===== src/rtl/adder_seq64_arbiter_if.sv =====
// Bundles the requester handshakes, the result flags and the shared 32-bit adder connection.
// The slave modport belongs to the sequencer; the master modport is the requesters, the adder and the bench.
interface adder_seq64_arbiter_if;
    logic        req0;
    logic        req1;
    logic [1:0]  op0;
    logic [1:0]  op1;
    logic [63:0] opA0;
    logic [63:0] opB0;
    logic [63:0] opA1;
    logic [63:0] opB1;
    logic        done0;
    logic        done1;
    logic [63:0] result;
    logic        carry;
    logic        lt;
    logic        eq;
    logic        busy;
    logic [1:0]  adderOpcode;
    logic        adderCarryIn;
    logic [3:0]  adderFlagMode;
    logic [31:0] adderA;
    logic [31:0] adderB;
    logic [31:0] adderSum;
    logic        adderCarryOut;

    modport slave (
        input  req0, req1, op0, op1, opA0, opB0, opA1, opB1, adderSum, adderCarryOut,
        output done0, done1, result, carry, lt, eq, busy,
               adderOpcode, adderCarryIn, adderFlagMode, adderA, adderB
    );

    modport master (
        output req0, req1, op0, op1, opA0, opB0, opA1, opB1, adderSum, adderCarryOut,
        input  done0, done1, result, carry, lt, eq, busy,
               adderOpcode, adderCarryIn, adderFlagMode, adderA, adderB
    );
endinterface


===== src/rtl/adder_seq64_arbiter.sv =====
// Runs 64-bit ADD/SUB/CMPU/CMPS on a shared 32-bit adder (low word, then high word) for two requesters.
// Grant to done is 3 cycles and one operation completes every 4 cycles; requesters hold req and operands until their done.
module adder_seq64_arbiter #(
    parameter bit FIXED_PRIORITY = 1'b0
) (
    input  logic                  clock,
    input  logic                  resetN,
    adder_seq64_arbiter_if.slave  bus
);
    typedef enum logic [1:0] {S_IDLE, S_LOW, S_HIGH, S_DONE} state_t;

    // SUB64 is 2'b01; it shares the subtract path with the compares.
    localparam logic [1:0] OP_ADD  = 2'b00;
    localparam logic [1:0] OP_CMPU = 2'b10;
    localparam logic [1:0] OP_CMPS = 2'b11;

    state_t      r_state;
    logic        r_gnt;
    logic        r_rr;
    logic [1:0]  r_op;
    logic [63:0] r_a;
    logic [63:0] r_b;
    logic [31:0] r_lo;
    logic        r_lowzero;
    logic        r_done0;
    logic        r_done1;
    logic        r_busy;
    logic [63:0] r_result;
    logic        r_carry;
    logic        r_lt;
    logic        r_eq;
    logic [1:0]  r_adder_op;
    logic        r_adder_ci;
    logic [31:0] r_adder_a;
    logic [31:0] r_adder_b;

    logic        w_gnt;
    logic [1:0]  w_sel_op;
    logic [63:0] w_sel_a;
    logic [63:0] w_sel_b;
    logic        w_is_add;
    logic        w_is_cmp;
    logic        w_sum_zero;
    logic        w_ovf;
    logic        w_lt;

    // A lone requester always wins; on a tie the pointer (or requester 0) decides.
    assign w_gnt    = (bus.req0 & bus.req1) ? (FIXED_PRIORITY ? 1'b0 : r_rr) : bus.req1;
    assign w_sel_op = w_gnt ? bus.op1  : bus.op0;
    assign w_sel_a  = w_gnt ? bus.opA1 : bus.opA0;
    assign w_sel_b  = w_gnt ? bus.opB1 : bus.opB0;

    assign w_is_add   = (r_op == OP_ADD);
    assign w_is_cmp   = r_op[1];
    assign w_sum_zero = (bus.adderSum == 32'd0);
    assign w_ovf      = (r_a[63] ^ r_b[63]) & (bus.adderSum[31] ^ r_a[63]);
    assign w_lt       = (r_op == OP_CMPU) ? ~bus.adderCarryOut :
                        (r_op == OP_CMPS) ? (bus.adderSum[31] ^ w_ovf) : 1'b0;

    always_ff @(posedge clock) begin
        if (!resetN) begin
            r_state    <= S_IDLE;
            r_gnt      <= 1'b0;
            r_rr       <= 1'b0;
            r_op       <= 2'b00;
            r_a        <= 64'd0;
            r_b        <= 64'd0;
            r_lo       <= 32'd0;
            r_lowzero  <= 1'b0;
            r_done0    <= 1'b0;
            r_done1    <= 1'b0;
            r_busy     <= 1'b0;
            r_result   <= 64'd0;
            r_carry    <= 1'b0;
            r_lt       <= 1'b0;
            r_eq       <= 1'b0;
            r_adder_op <= 2'b00;
            r_adder_ci <= 1'b0;
            r_adder_a  <= 32'd0;
            r_adder_b  <= 32'd0;
        end else begin
            case (r_state)
                S_IDLE: begin
                    if (bus.req0 | bus.req1) begin
                        r_gnt      <= w_gnt;
                        r_op       <= w_sel_op;
                        r_a        <= w_sel_a;
                        r_b        <= w_sel_b;
                        r_busy     <= 1'b1;
                        r_adder_a  <= w_sel_a[31:0];
                        r_adder_b  <= w_sel_b[31:0];
                        r_adder_op <= (w_sel_op == OP_ADD) ? 2'b00 : 2'b11;
                        r_adder_ci <= 1'b0;
                        r_state    <= S_LOW;
                    end
                end
                S_LOW: begin
                    // The low-word carry goes straight into the carryIn register for the high word.
                    r_lo       <= bus.adderSum;
                    r_lowzero  <= w_sum_zero;
                    r_adder_a  <= r_a[63:32];
                    r_adder_b  <= w_is_add ? r_b[63:32] : ~r_b[63:32];
                    r_adder_op <= 2'b10;
                    r_adder_ci <= bus.adderCarryOut;
                    r_state    <= S_HIGH;
                end
                S_HIGH: begin
                    r_result   <= {bus.adderSum, r_lo};
                    r_carry    <= bus.adderCarryOut;
                    r_eq       <= w_is_cmp & r_lowzero & w_sum_zero;
                    r_lt       <= w_lt;
                    r_done0    <= ~r_gnt;
                    r_done1    <= r_gnt;
                    r_adder_op <= 2'b00;
                    r_adder_ci <= 1'b0;
                    r_adder_a  <= 32'd0;
                    r_adder_b  <= 32'd0;
                    r_state    <= S_DONE;
                end
                S_DONE: begin
                    r_done0 <= 1'b0;
                    r_done1 <= 1'b0;
                    r_busy  <= 1'b0;
                    r_rr    <= ~r_gnt;
                    r_state <= S_IDLE;
                end
                default: r_state <= S_IDLE;
            endcase
        end
    end

    assign bus.done0         = r_done0;
    assign bus.done1         = r_done1;
    assign bus.result        = r_result;
    assign bus.carry         = r_carry;
    assign bus.lt            = r_lt;
    assign bus.eq            = r_eq;
    assign bus.busy          = r_busy;
    assign bus.adderOpcode   = r_adder_op;
    assign bus.adderCarryIn  = r_adder_ci;
    assign bus.adderFlagMode = 4'b1111;
    assign bus.adderA        = r_adder_a;
    assign bus.adderB        = r_adder_b;
endmodule

===== src/flat_wrapper.sv =====
// flat-port wrapper written by rule: the top's interface ports become plain ports
module adder_seq64_arbiter_flat 
#(
    parameter bit FIXED_PRIORITY = 1'b0
)
  (clock, resetN, bus_req0, bus_req1, bus_op0, bus_op1, bus_opA0, bus_opB0, bus_opA1, bus_opB1, bus_adderSum, bus_adderCarryOut, bus_done0, bus_done1, bus_result, bus_carry, bus_lt, bus_eq, bus_busy, bus_adderOpcode, bus_adderCarryIn, bus_adderFlagMode, bus_adderA, bus_adderB);
  adder_seq64_arbiter_if bus_i ();
  input  logic clock;
  input  logic resetN;
  input wire logic [$bits(bus_i.req0)-1:0] bus_req0;
  input wire logic [$bits(bus_i.req1)-1:0] bus_req1;
  input wire logic [$bits(bus_i.op0)-1:0] bus_op0;
  input wire logic [$bits(bus_i.op1)-1:0] bus_op1;
  input wire logic [$bits(bus_i.opA0)-1:0] bus_opA0;
  input wire logic [$bits(bus_i.opB0)-1:0] bus_opB0;
  input wire logic [$bits(bus_i.opA1)-1:0] bus_opA1;
  input wire logic [$bits(bus_i.opB1)-1:0] bus_opB1;
  input wire logic [$bits(bus_i.adderSum)-1:0] bus_adderSum;
  input wire logic [$bits(bus_i.adderCarryOut)-1:0] bus_adderCarryOut;
  output wire logic [$bits(bus_i.done0)-1:0] bus_done0;
  output wire logic [$bits(bus_i.done1)-1:0] bus_done1;
  output wire logic [$bits(bus_i.result)-1:0] bus_result;
  output wire logic [$bits(bus_i.carry)-1:0] bus_carry;
  output wire logic [$bits(bus_i.lt)-1:0] bus_lt;
  output wire logic [$bits(bus_i.eq)-1:0] bus_eq;
  output wire logic [$bits(bus_i.busy)-1:0] bus_busy;
  output wire logic [$bits(bus_i.adderOpcode)-1:0] bus_adderOpcode;
  output wire logic [$bits(bus_i.adderCarryIn)-1:0] bus_adderCarryIn;
  output wire logic [$bits(bus_i.adderFlagMode)-1:0] bus_adderFlagMode;
  output wire logic [$bits(bus_i.adderA)-1:0] bus_adderA;
  output wire logic [$bits(bus_i.adderB)-1:0] bus_adderB;
  assign bus_i.req0 = bus_req0;
  assign bus_i.req1 = bus_req1;
  assign bus_i.op0 = bus_op0;
  assign bus_i.op1 = bus_op1;
  assign bus_i.opA0 = bus_opA0;
  assign bus_i.opB0 = bus_opB0;
  assign bus_i.opA1 = bus_opA1;
  assign bus_i.opB1 = bus_opB1;
  assign bus_i.adderSum = bus_adderSum;
  assign bus_i.adderCarryOut = bus_adderCarryOut;
  assign bus_done0 = bus_i.done0;
  assign bus_done1 = bus_i.done1;
  assign bus_result = bus_i.result;
  assign bus_carry = bus_i.carry;
  assign bus_lt = bus_i.lt;
  assign bus_eq = bus_i.eq;
  assign bus_busy = bus_i.busy;
  assign bus_adderOpcode = bus_i.adderOpcode;
  assign bus_adderCarryIn = bus_i.adderCarryIn;
  assign bus_adderFlagMode = bus_i.adderFlagMode;
  assign bus_adderA = bus_i.adderA;
  assign bus_adderB = bus_i.adderB;
  adder_seq64_arbiter #(.FIXED_PRIORITY(FIXED_PRIORITY)) u_core (.clock(clock), .resetN(resetN), .bus(bus_i));
endmodule

===== config.mk =====
export PLATFORM = sky130hd
export DESIGN_NAME = adder_seq64_arbiter_flat
export DESIGN_NICKNAME = d
export VERILOG_FILES = /design/src/rtl/adder_seq64_arbiter_if.sv /design/src/rtl/adder_seq64_arbiter.sv /design/src/flat_wrapper.sv
export SDC_FILE = /design/constraint.sdc
export NUM_CORES = 1
export LEC_CHECK = 0
export BUFFER_PORTS_ARGS = -buffer_cell sky130_fd_sc_hd__buf_2
export CAP_MARGIN = 30
export CORE_ASPECT_RATIO = 0.6
export CORE_MARGIN = 2
export CORE_UTILIZATION = 45
export DETAILED_ROUTE_END_ITERATION = 7
export GPL_ROUTABILITY_DRIVEN = 0
export MAX_ROUTING_LAYER = met4
export PLACE_DENSITY = 0.79
export SLEW_MARGIN = 10
export SYNTH_ARGS = -nofsm -noshare
export SYNTH_HDL_FRONTEND = slang
export SYNTH_SLANG_ARGS = --single-unit

===== constraint.sdc =====
create_clock -name clock -period 1.7 [get_ports clock]
set_clock_uncertainty 0.05 [all_clocks]
set_input_delay 0.17 -clock clock [delete_from_list [all_inputs] [get_ports clock]]
set_output_delay 0.17 -clock clock [all_outputs]
set_load 0.005 [all_outputs]

# [Word level (Yosys, flattened, before mapping)]
# Index checks and enable logic that the tools add are counted.
# W data, S select, Z words.
[classes] addsub=0 mul=0 div_mod_pow=0 magnitude_cmp=0 eq_ne=6 shifts=0 n_mux=22 n_bitwise=11 reduce_logical=10
[op_table] cell="$pmux W32 S3" count=2
[op_table] cell="$mux W64" count=2
[op_table] cell="$mux W32" count=3
[op_table] cell="$logic_not A32 Y1" count=1
[op_table] cell="$not A32 Y32" count=1
[op_table] cell="$eq A2 B2 Y1 const B" count=4
[op_table] cell="$mux W2" count=4
[op_table] cell="$pmux W2 S4" count=1
[op_table] cell="$logic_not A2 Y1" count=3
[op_table] cell="$pmux W1 S2" count=3
[op_table] cell="$pmux W2 S3" count=1
[op_table] cell="$reduce_and A2 Y1" count=3
[op_table] cell="$mux W1" count=5
[op_table] cell="$and A1 B1 Y1" count=4
[op_table] cell="$reduce_bool A2 Y1" count=2
[op_table] cell="$pmux W1 S3" count=1
[op_table] cell="$reduce_bool A3 Y1" count=1
[op_table] cell="$xor A1 B1 Y1" count=3
[op_table] cell="$eq A2 B1 Y1 const B" count=1
[op_table] cell="$ne A2 B1 Y1 const B" count=1
[op_table] cell="$not A1 Y1" count=2
[op_table] cell="$or A1 B1 Y1" count=1
[totals] ff_bits=304 latchBits=0 ramBits=0 mem_bits_ro=0 input_bits=297 out_inout_bits=141 wordCells=68 mem_count=0

# [Logic depth before layout (Yosys ltp)]
[depth] word_depth=7 depth_mapped=9

# [Worst setup path after synthesis]
# No wires, ideal clock.
[synth_timing] path_kind="register to register" startpoint="register u_core.r_state[0]" endpoint="register u_core.r_adder_a[0] (netlist: u_core.bus.adderA[0])" setup_time_ps=125 arrival_time_ps=1636 path_slack_ps=-111 path_stages_with_launch=10 n_path_buf=3 period_less_slack_ps=1811 path_cell_list="dfxtp_1 > inv_1 > ha_1 > or3b_1 > buf_2 > nor2b_4 > buf_6 > clkbuf_1 > o21ai_0 > a31oi_1"
[synth_between] elab_chain_len=3 elab_cells_between_ends=7 cone_classes="3 x eq/ne; 1 x mux; 3 x reduce/logical"
[synth_lines] item="from (decl)" line_no="adder_seq64_arbiter.sv:17" source="state_t r_state;"
[synth_lines] item="from (signal assigned)" line_no="adder_seq64_arbiter.sv:62" source="r_state <= S_IDLE;"
[synth_lines] item="from (signal assigned)" line_no="adder_seq64_arbiter.sv:94" source="r_state <= S_LOW;"
[synth_lines] item="from (signal assigned)" line_no="adder_seq64_arbiter.sv:105" source="r_state <= S_HIGH;"
[synth_lines] item="$eq A2 B1 Y1, or another cell as far along" line_no="adder_seq64_arbiter.sv:82" source="case (r_state)"
[synth_lines] item="$reduce_bool A3 Y1 (no source line) / $ne A2 B1 Y1 (equally long branches)"
[synth_lines] item="$reduce_and A2 Y1 (no source line)"
[synth_lines] item="to (signal assigned)" line_no="adder_seq64_arbiter.sv:90" source="r_adder_a <= w_sel_a[31:0];"
[synth_lines] item="to (signal assigned)" line_no="adder_seq64_arbiter.sv:101" source="r_adder_a <= r_a[63:32];"
[synth_lines] item="to (decl)" line_no="adder_seq64_arbiter.sv:34" source="logic [31:0] r_adder_a;"
# Several ways; a longest one is shown, not always the timed one.
# A chain may end at the register's enable or synchronous reset.

# [Worst setup path in the final report]
[layout_timing] startpoint="register u_core.r_state[0]" endpoint="register u_core.r_adder_b[29] (netlist: u_core.bus.adderB[29])"
[layout_between] elab_chain_len=3 elab_cells_between_ends=7 cone_classes="3 x eq/ne; 1 x mux; 3 x reduce/logical"
[layout_lines] item="$eq A2 B1 Y1, or another cell as far along" line_no="adder_seq64_arbiter.sv:82"
[layout_lines] item="$reduce_bool A3 Y1 (no source line) / $ne A2 B1 Y1 (equally long branches)"
[layout_lines] item="$reduce_and A2 Y1 (no source line)"
[layout_lines] item="to (signal assigned)" line_no="adder_seq64_arbiter.sv:91" source="r_adder_b <= w_sel_b[31:0];"
[layout_lines] item="to (signal assigned)" line_no="adder_seq64_arbiter.sv:102" source="r_adder_b <= w_is_add ? r_b[63:32] : ~r_b[63:32];"
[layout_lines] item="to (decl)" line_no="adder_seq64_arbiter.sv:35" source="logic [31:0] r_adder_b;"
# Several ways; a longest one is shown, not always the timed one.

==> flow_metrics.env <==
export IMPL_netlist_area_um2=11200
export IMPL_yosys_area_share_simple_pct=18.3
export IMPL_dieHeight_um=126
export IMPL_synthMuxAreaShare_pct=8.91
export IMPL_power_leakage_nw=7.46
export IMPL_drtIter0Drc=1072
export IMPL_startpoint_type="flip-flop"
export IMPL_first_global_vias=12000
export IMPL_synthAdderAreaFrac_pct=0.557
export IMPL_num_rows=44
export IMPL_synth_compound_area_share_pct=21.0
export IMPL_vias=12500
export IMPL_die_x_um=208
export IMPL_final_core_util_pct=68.5
export IMPL_synth_ff_type="dfxtp_1"
export IMPL_critPathRequiredTime_ns=2.03
export IMPL_fillers=1780
export IMPL_cts_buffer_depth=3
export IMPL_dp_hpwl_mm=26.0
export IMPL_worst_setup_path_type="reg2reg"
export IMPL_drt_wl_total_mm=42.1
export IMPL_ys_warn_count=0
export IMPL_hold_viol_final=0
export IMPL_cts_buffers=23
export IMPL_synthCells=1326
export IMPL_clkTransAtPathRegs_ns=0.07
export IMPL_critical_path_cell_chain="inv_2 > ha_4 > or3b_1 > nor2b_4 > buf_12 > buf_12 > o21ai_1 > a31oi_1"
export IMPL_cts_root_buffer="clkbuf_16"
export IMPL_vdd_ir_drop_max_mv=0.771
export IMPL_finalCriticalPeriod_ns=1.76
export IMPL_violations="negative setup slack"
export IMPL_io_buffers=433
export IMPL_setup_viol=53
export IMPL_tritoncts="done"
export IMPL_dp_cells=1995
export IMPL_core_area_um2=24300
export IMPL_antenna_left=0
export IMPL_powerDensity_nw_per_um2=1370
export IMPL_worstPathArrival_ns=2.10
export IMPL_rr_worst_depth=8
export IMPL_yosysMostFrequentCell="dfxtp_1"
export IMPL_crit_buf_inv=3
export IMPL_routedWlPerCell_um=19.0
export IMPL_synthTopCellsByArea="dfxtp_1 (43%), mux2i_1 (8.9%), nor2_1 (5.9%), a311oi_1 (5.1%), nand2_1 (4.5%)"
export IMPL_grt_pass1_wl_mm=64.8
export IMPL_io_pins=438
export IMPL_cp_slowest_cell="or3b_1"
export IMPL_drive_gt1_share_pct=30.5
export IMPL_grt_antenna_before_repair=2
export IMPL_grt_max_degree=91
export IMPL_ys_ff_latch=240
export IMPL_design_power_total_w=0.0228
export IMPL_max_freq_mhz=567
export IMPL_drtPass1Iterations=6
export IMPL_cp_top_family="simple AND/OR/NAND/NOR gates"
export IMPL_drv_cap=0
export IMPL_fp_dieArea_um2=26300
export IMPL_min_to="u_core.r_lo[31]"
export IMPL_setup_tns_ns=-1.59
export IMPL_tightest_slew_ns=0.856
export IMPL_cts_sinks=240
export IMPL_fin_cells=2213
export IMPL_synth_cell_type_count=37
export IMPL_finalNetCount=2172
export IMPL_h_tree_depth=1
export IMPL_status="finished, violations left"
export IMPL_cp_max_fo=38
export IMPL_grt_overflow_total=0
export IMPL_worstHoldPathCells=4
export IMPL_synth_top_cell_by_area="dfxtp_1"
export IMPL_min_from="bus_adderSum[31]"
export IMPL_synth_commonest_cells="dfxtp_1 (240), nor2_1 (176), nand2_1 (136)"
export IMPL_ys_seq_area_share_pct=42.8
export IMPL_rsz0062_at_grt="true"
export IMPL_grtUsageTotal_pct=30.9
export IMPL_timing_final_crit_share_pct=104
export IMPL_r2r_end="u_core.bus.adderB[29]"
export IMPL_hold_ws_ns=0.0337
export IMPL_start_util_pct=46.2
export IMPL_cp_common_cell="buf_12"
export IMPL_async_flop_share_pct=0
export IMPL_vias_per_cell=5.65
export IMPL_synth_top_family_by_area="compound AO/OA/AOI/OAI gates"
export IMPL_synth_area_per_cell_um2=8.47
export IMPL_synthToLayoutAreaGrowth_pct=48.4
export IMPL_drc=0
export IMPL_r2r_slack_ns=-0.06
export IMPL_critPathCaptureType="flip-flop"
export IMPL_clock_latency_ns=0.51
export IMPL_slowest_delay_ns=0.36
export IMPL_report_final_slew_viol_count=0
export IMPL_synth_edff_count=0
export IMPL_r2r_start="u_core.r_state[0]"
export IMPL_fin_ws_ns=-0.0637
export IMPL_synth_top_cell_area_share_pct=42.8
export IMPL_synth_xor_area_share_pct=2.49
export IMPL_slew_headroom_pct=42.9
export IMPL_hold_class="in2reg"
-- cells by family (layout without fill, tap and decap cells) --
kind of cell               Yosys count  in the layout
and+or+nand+nor                    464            464
AOI/OAI and AO/OA                  338            338
DFF                                240            240
buffers and inverters              146            704
muxes                              100            100
xor gates and xnor gates            32             32
adders and majority gates            5              5
other                                1              8
-- per-layer routing --
metal	track usage, %	vias to the layer above	share of wire [%]
met2	50.2	696	47
met4	11.6	0	4.1
met1	38.8	5844	41
met5	-	-	0
li1	-	5795	-
met3	5.37	158	8.2
-- metrics by stage --
stage          setup WS [ns]  cell area, um2
2_1_floorplan        -0.0346           11300
3_3_place_gp          -0.139           13900
3_5_place_dp          -0.221           13900
4_1_cts              -0.0467           16300
5_1_grt               -0.135           16700
6_report             -0.0637           16700
-- power breakdown --
| part | internal [W] | leakage [nW] | switching (W) | total (W) |
|---|---|---|---|---|
| Sequential | 0.00708 | 1.97 | 0.000895 | 0.00797 |
| Combinational | 0.00447 | 5.09 | 0.00495 | 0.00941 |
| Clock | 0.00317 | 0.400 | 0.00228 | 0.00545 |
| Total | 0.0147 | 7.46 | 0.00812 | 0.0228 |
-- registers in the layout, summed over array words and instances, names as in the netlist, 2 cells and up --
signal                  flops
u_core.r_state              2
u_core.r_b                 32
u_core.bus.adderOpcode      2
u_core.bus.adderB          32
u_core.bus.adderA          32
u_core.r_lo                32
u_core.r_a                 32
u_core.r_op                 2
u_core.bus.result          64
-- how the worst max path moves through the flow --
stage	startpoint	to	slack (ns)	cells past startpoint
after floorplan	u_core.r_state[1]	u_core.bus.adderA[2]	-0.03	9
after global placement	u_core.r_state[0]	u_core.bus.adderA[14]	-0.14	7
after detailed placement	u_core.r_state[0]	u_core.bus.adderA[16]	-0.22	7
after CTS	u_core.r_state[0]	u_core.bus.adderA[14]	-0.05	7
after global routing	u_core.r_state[0]	u_core.bus.adderB[14]	-0.14	8
final	u_core.r_state[0]	u_core.bus.adderB[29]	-0.06	8
-- cell usage in the layout (no fill, tap or decap), types with 33 or more instances in the layout --
master,synthesis,routed
a21boi_0,64,64
nand2_1,136,135
dfxtp_1,240,238
a31oi_1,66,57
nor2_1,176,175
mux2i_1,100,100
buf_2,27,432
and3_1,64,64
o21ai_1,0,54
dlygate4sd3_1,0,164
a311oi_1,66,58
buf_4,6,33
nand3_1,67,67
o21bai_1,64,64
-- final cells by class --
cell class / instances / area (um2) / area share [%]
antenna: 4 / 10.0 / 0.0600
clock buffer: 30 / 652 / 3.91
clock inverter: 12 / 143 / 0.856
inverter: 5 / 21.3 / 0.128
multi-input combinational: 943 / 6030 / 36.2
sequential: 240 / 4810 / 28.8
tap: 322 / 403 / 2.42
timing repair buffer: 657 / 4610 / 27.6
-- timing repair --
item | 4_1_cts | 5_1_grt
buffers inserted | 1 | 4
endpoints found under the hold margin | 130 | 0
gates resized for setup | 0 | 35
gates cloned | 0 | 3
setup endpoints to repair | 61 | 70
hold buffers | 164 | 0
-- worst register-to-register path: cells and delay by family (launching register included) --
family          cells  cell delay [ns]
flops               1             0.34
compound gates      2             0.26
buf+inv             3             0.35
fa+ha+maj           1             0.12
simple gates        2             0.51
(Power assumes the default switching activity.)
